File: config.mk
export PLATFORM = sky130hd
export DESIGN_NAME = shift_seq_ctrl
export DESIGN_NICKNAME = d
export VERILOG_FILES = /design/src/rtl/shift_seq_ctrl.sv
export SDC_FILE = /design/constraint.sdc
export NUM_CORES = 1
export LEC_CHECK = 0
export ABC_AREA = 1
export CAP_MARGIN = 20
export CORE_MARGIN = 5
export CORE_UTILIZATION = 40
export DETAILED_ROUTE_END_ITERATION = 16
export PLACE_DENSITY = 0.71
export SLEW_MARGIN = 0
export SYNTH_ARGS = -nofsm -noshare
export SYNTH_HDL_FRONTEND = slang
export SYNTH_SLANG_ARGS = --single-unit
export TNS_END_PERCENT = 5
File: constraint.sdc
create_clock -name clk -period 1.6 [get_ports clk]
set_input_delay 0.16 -clock clk [delete_from_list [all_inputs] [get_ports clk]]
set_output_delay 0.16 -clock clk [all_outputs]
set_load 0.02 [all_outputs]
File: src/rtl/shift_seq_ctrl.sv
// rtl/shift_seq_ctrl.sv - parallel-in, MSB-first serial-out sequencer with per-bit hold
module shift_seq_ctrl #(
   parameter int WIDTH = 8,
   parameter int DIV   = 2
) (
   input  logic             clk,
   input  logic             rst,
   input  logic             in_valid,
   output logic             in_ready,
   input  logic [WIDTH-1:0] in_data,
   input  logic             abort,
   output logic             ser_out,
   output logic             ser_en,
   output logic             busy,
   output logic             done
);

   localparam int BW = (WIDTH > 1) ? $clog2(WIDTH) : 1;
   localparam int DW = (DIV > 1) ? $clog2(DIV) : 1;
   localparam logic [BW-1:0] BIT_LAST = BW'(WIDTH - 1);
   localparam logic [DW-1:0] DIV_LAST = DW'(DIV - 1);

   localparam logic [1:0] S_IDLE  = 2'd0;
   localparam logic [1:0] S_SHIFT = 2'd1;
   localparam logic [1:0] S_DONE  = 2'd2;

   logic [1:0]       state;
   logic [WIDTH-1:0] shreg;
   logic [BW-1:0]    bit_cnt;
   logic [DW-1:0]    div_cnt;

   // Gated by rst so a word offered during reset is never seen as accepted.
   assign in_ready = (state == S_IDLE) && !rst;

   always_ff @(posedge clk) begin
      if (rst) begin
         state   <= S_IDLE;
         shreg   <= '0;
         bit_cnt <= '0;
         div_cnt <= '0;
         ser_out <= 1'b0;
         ser_en  <= 1'b0;
         busy    <= 1'b0;
         done    <= 1'b0;
      end else begin
         case (state)
            S_IDLE: begin
               done <= 1'b0;
               if (in_valid) begin
                  state   <= S_SHIFT;
                  shreg   <= in_data;
                  bit_cnt <= '0;
                  div_cnt <= '0;
                  ser_out <= in_data[WIDTH-1];
                  ser_en  <= 1'b1;
                  busy    <= 1'b1;
               end
            end

            S_SHIFT: begin
               if (abort) begin
                  state   <= S_IDLE;
                  shreg   <= '0;
                  bit_cnt <= '0;
                  div_cnt <= '0;
                  ser_out <= 1'b0;
                  ser_en  <= 1'b0;
                  busy    <= 1'b0;
                  done    <= 1'b0;
               end else if (div_cnt == DIV_LAST) begin
                  div_cnt <= '0;
                  if (bit_cnt == BIT_LAST) begin
                     state   <= S_DONE;
                     shreg   <= '0;
                     bit_cnt <= '0;
                     ser_out <= 1'b0;
                     ser_en  <= 1'b0;
                     busy    <= 1'b0;
                     done    <= 1'b1;
                  end else begin
                     // Rotating keeps every stored bit live; the MSB slot is never observed again.
                     shreg   <= {shreg[WIDTH-2:0], shreg[WIDTH-1]};
                     bit_cnt <= bit_cnt + 1'b1;
                     ser_out <= shreg[WIDTH-2];
                     ser_en  <= 1'b1;
                  end
               end else begin
                  div_cnt <= div_cnt + 1'b1;
                  ser_en  <= 1'b0;
               end
            end

            S_DONE: begin
               state <= S_IDLE;
               done  <= 1'b0;
            end

            default: begin
               state   <= S_IDLE;
               shreg   <= '0;
               bit_cnt <= '0;
               div_cnt <= '0;
               ser_out <= 1'b0;
               ser_en  <= 1'b0;
               busy    <= 1'b0;
               done    <= 1'b0;
            end
         endcase
      end
   end

endmodule
======== After elaboration in Yosys (flattened, before gate mapping) ========
Cells that the tools add are included.
storage, ports and cells
  bits in registers ....................... 18
  RAM bits ................................ 0
  bits of input ports ..................... 12
  output and inout port bits .............. 5
  bits in read-only memories .............. 0
  bits in latches ......................... 0
  memories ................................ 0
  word-level logic and storage cells ...... 60
cells by class
  shift operators ......................... 0
  add/subtract/negate cells ............... 2
  mux-type cells .......................... 33
  div/mod/pow operators ................... 0
  bitwise gates (word level) .............. 2
  reductions and logical operators ........ 9
  $mul .................................... 0
  equality and inequality tests ........... 6
  $lt $le $gt $ge ......................... 0
operators by type and width
  cell                                                                    count
  8-bit 2-to-1 mux                                                        4
  8-bit one-hot mux with 3 select lines                                   1
  1-bit 2-to-1 mux                                                        14
  3-bit 2-to-1 mux                                                        4
  1-bit one-hot mux with 3 select lines                                   4
  3-bit one-hot mux with 3 select lines                                   1
  2-bit 2-to-1 mux                                                        4
  3-bit != test (second input constant)                                   2
  3-bit AND reduction                                                     2
  2-bit one-hot mux with 2 select lines                                   1
  2-bit AND reduction                                                     2
  4-bit AND reduction                                                     1
  3-bit by 1-bit adder with 3-bit output (second input constant)          1
  3-bit equality test (second input constant)                             1
  3-bit OR reduction                                                      1
  2-bit by 1-bit equality test with 1-bit output (second input constant)  1
  2-bit equality test (second input constant)                             1
  2-bit logical NOT                                                       1
  2-bit != test (second input constant)                                   1
  1-bit NOT                                                               2
  1-bit adder (second input constant)                                     1
  1-bit logical AND                                                       1
  1-bit logical NOT                                                       1

======== Longest topological paths before layout ========
  depth after elaboration ................. 5
  gate-level depth with buffers ........... 8
  depth with buffers taken out ............ 8

======== Worst setup path after synthesis ========
OpenSTA, ideal clock, no wires.
  path kind ............................... reg-to-reg
  start point ............................. register bit_cnt[0]
  end point ............................... register state[0]
  required time ........................... 1.491 ns
  buffers on the path ..................... 0
  clock period less this slack ............ 1.174 ns
  setup time .............................. 0.109 ns
  stages on the path, launching flop included .. 8
  arrival time ............................ 1.065 ns
  setup slack ............................. 0.426 ns
  cell sequence ........................... dfxtp_1 > ha_1 > ha_1 > nor2_1 > o21ai_0 > o21ai_0 > nand2_1 > inv_1
on the way
  word-level cells in the longest chain between the ends .. 3
RTL lines
  item                                  line  text
  from (decl)                           29    logic [BW-1:0] bit_cnt;
  from (signal assigned)                83    bit_cnt <= bit_cnt + 1'b1;
  3-bit equality test                   72    if (bit_cnt == BIT_LAST) begin
  3-bit != test (no source line)        --
  3-bit AND reduction (no source line)  --
  to (signal assigned)                  73    state <= S_DONE;
  to (signal assigned)                  94    state <= S_IDLE;
  to (signal assigned)                  99    state <= S_IDLE;
  to (decl)                             27    logic [1:0] state;
Every way passes these cells.
A chain may end at the register's enable or synchronous reset.

======== Final worst setup path ========
  start point ............................. register state[0]
  end point ............................... output in_ready
on the way
  word-level cells in the longest chain between the ends .. 2
RTL lines
  item                    line  text
  from (signal assigned)  37    state <= S_IDLE;
  from (signal assigned)  50    state <= S_SHIFT;
  from (signal assigned)  62    state <= S_IDLE;
  2-bit logical NOT       33    assign in_ready = (state == S_IDLE) && !rst;
  1-bit logical AND       33
  to (decl)               9     output logic in_ready,
Every way passes these cells.

==> metrics <==
Chip Height=56.6 um; area grow syn2layout=26.8%; worst hold path class=register to register; fmax=690 MHz; Async S/R FF share, synth=0%; RSZ-0062 raised after global routing=no; largest net degree at the start of global routing=11; Net Count, Synth=145; crit path launch type=register; Final Skew=0.00868 ns; first-pass GRT wire length=3.28 mm; sequential area share after synthesis=39.2%; CTS clk-pin slew, worst paths=0.10 ns; first drt pass iteration count=4; DRT iter0 DRCs=20; total gr overflow=0; row count=16; worst setup margin=0.151 ns; post-synth top area share=39.2%; Die ar.=3200 um^2; worst vdd ir=0.524 mV; Setup WS pre-CTS=0.106 ns; # DRC=0; CTS tree=yes; average cell area after synthesis=6.67 um^2; Setup TNS Final=0 ns; share of cells above drive strength 1=9.87%; run status=complete, no violations; Num CTS Buffers=3; post-DR wirelength/cell=10.5 um; maximum fanout along the worst path=5; #FFs+latches synth=17; clk sinks=17; top-count cell post-synth=nand2_1; Nets=168; final wirelength=1.88 mm; I/O pin cnt=17; Synth cell types=18; Rel. slew slack=79.2%; Fillers=206; post-synthesis cell count=130; CP Data Required Time=1.44 ns; clk_lat worst skew=0.29 ns; initial antenna violation count=0; IO buf count=16; worst slew pin tran=0.312 ns; Initial Util=42.9%; post-route ant nets=0; Syn Std Cell Area=867 um^2; Inserted Diodes=0; Lkg Pwr=0.554 nW; Post CTS Setup Buffer Count=0; post-route minimum period=1.45 ns; die width=56.6 um; CP arrival=1.29 ns; fin crit share=90.5%; Setup Viol. Count Final=0; top area cells in the synthesized netlist=dfxtp_1 39%, nand2_1 21%, nand3_1 12%; final HPWL from detailed placement=1.44 mm; Synth Warn #=0; utilization after layout=54.4%; Min Hold Slack=0.481 ns; Slew Limit Fails=0; area of the core=2020 um^2; Max-Cap Viols=0; CTS root buf=clkbuf_4; CP Class=register to output pin; CTS H-tree lvls=1; vias in the first global route=771; via count=870; power per cell area=991 nW/um^2; predominant post-synthesis flop cell=dfxtp_1; via-per-instance ratio=4.86; maximum buffer depth of the clock tree=2; HP Start=shreg[2]; Hold Violations, Final=0; number of synthesized flops with an enable pin=0; critical path capture point type=output pin; GPL Wtd Cong=0.892; Setup crit start=state[0]; GRT Total Usage=12.7%; area leader, netlist=dfxtp_1; Post-synth top cells=49 x nand2_1, 20 x nand3_1, 17 x dfxtp_1, 10 x inv_1, 10 x nor2_1; worst reg2reg path startpoint=bit_cnt[0]
==> metrics by stage <==
step                      std cells  area [um^2]  power [mW]
after floorplan                 130          867       0.751
after global placement          175         1070       0.870
after detailed placement        175         1070       0.873
after CTS                       179         1100        1.10
after global routing            179         1100        1.17
final                           179         1100        1.09
==> worst max-delay path: stages, from the launching register on <==
cell and delay [ns]:
dfxtp_1 0.38, nor2_2 0.14, inv_1 0.08, nor2_1 0.08, dlygate4sd2_1 0.33
==> final timing paths <==
| path | to | slack, ns | depth (start not counted) |
|---|---|---|---|
| worst max register to register | state[0] | 0.20 | 7 |
| worst max-delay path | in_ready | 0.15 | 4 |
| worst min-delay path | shreg[2] | 0.48 | 2 |
| worst min register to register | shreg[2] | 0.48 | 2 |
==> cells in the final DEF, fill, tap and decap left out <==
| master | n |
|---|---|
| ha_1 | 3 |
| inv_1 | 10 |
| nor2_1 | 10 |
| inv_2 | 1 |
| nand2_1 | 49 |
| dlygate4sd2_1 | 1 |
| nor3_1 | 1 |
| buf_4 | 4 |
| clkinv_1 | 1 |
| nand3b_1 | 1 |
| clkbuf_1 | 1 |
| dfxtp_1 | 17 |
| a21oi_1 | 3 |
| o21ai_0 | 5 |
| clkbuf_4 | 3 |
| clkdlybuf4s50_1 | 15 |
| nand3_1 | 20 |
| nand2_2 | 2 |
| nor2_4 | 1 |
| nor2_2 | 3 |
| nand2_4 | 1 |
==> registers in the layout (all words and copies together), names as in the netlist <==
name,cells
bit_cnt,3
busy,1
div_cnt,1
done,1
ser_en,1
ser_out,1
shreg,7
state,2
==> final cells by class <==
type / count / area [um^2] / share of cell area (%)
Multi-Input combinational cell: 99 / 465 / 42.3
Sequential cell: 17 / 340 / 30.9
Timing Repair Buffer: 20 / 189 / 17.2
Inverter: 12 / 45.0 / 4.10
Tap cell: 27 / 33.8 / 3.07
Clock buffer: 4 / 26.3 / 2.39
==> cells by family after synthesis <==
group                      count (synthesis)  synth area share, %
buffers and inverters                     14                 7.07
and+or+nand+nor                           88                 44.7
DFF                                       17                 39.3
adders and majority gates                  3                 4.33
AOI/OAI and AO/OA                          8                 4.62
==> what timing repair did <==
item                                    CTS  global route
endpoints found under the hold margin     0             0
hold buffers                              0             0
gates resized for setup                   1             0
endpoints found under the setup margin    1             0
==> per-layer routing <==
layer  up-vias  wire length (um)  global-route usage [%]
li1        456                 -                       -
met1       392               937                    16.7
met2        20               856                    19.3
met3         2                65                    2.98
met4         0                15                    6.10
met5         -                 0                       0
==> power by group <==
part           total [mW]  switching (mW)  internal [mW]  leakage [nW]
logic               0.346           0.202          0.144         0.399
registers           0.513          0.0383          0.475         0.139
clock network       0.230           0.133         0.0968        0.0150
total                1.09           0.374          0.716         0.554
Note: power is estimated with default switching activity, not from simulation.
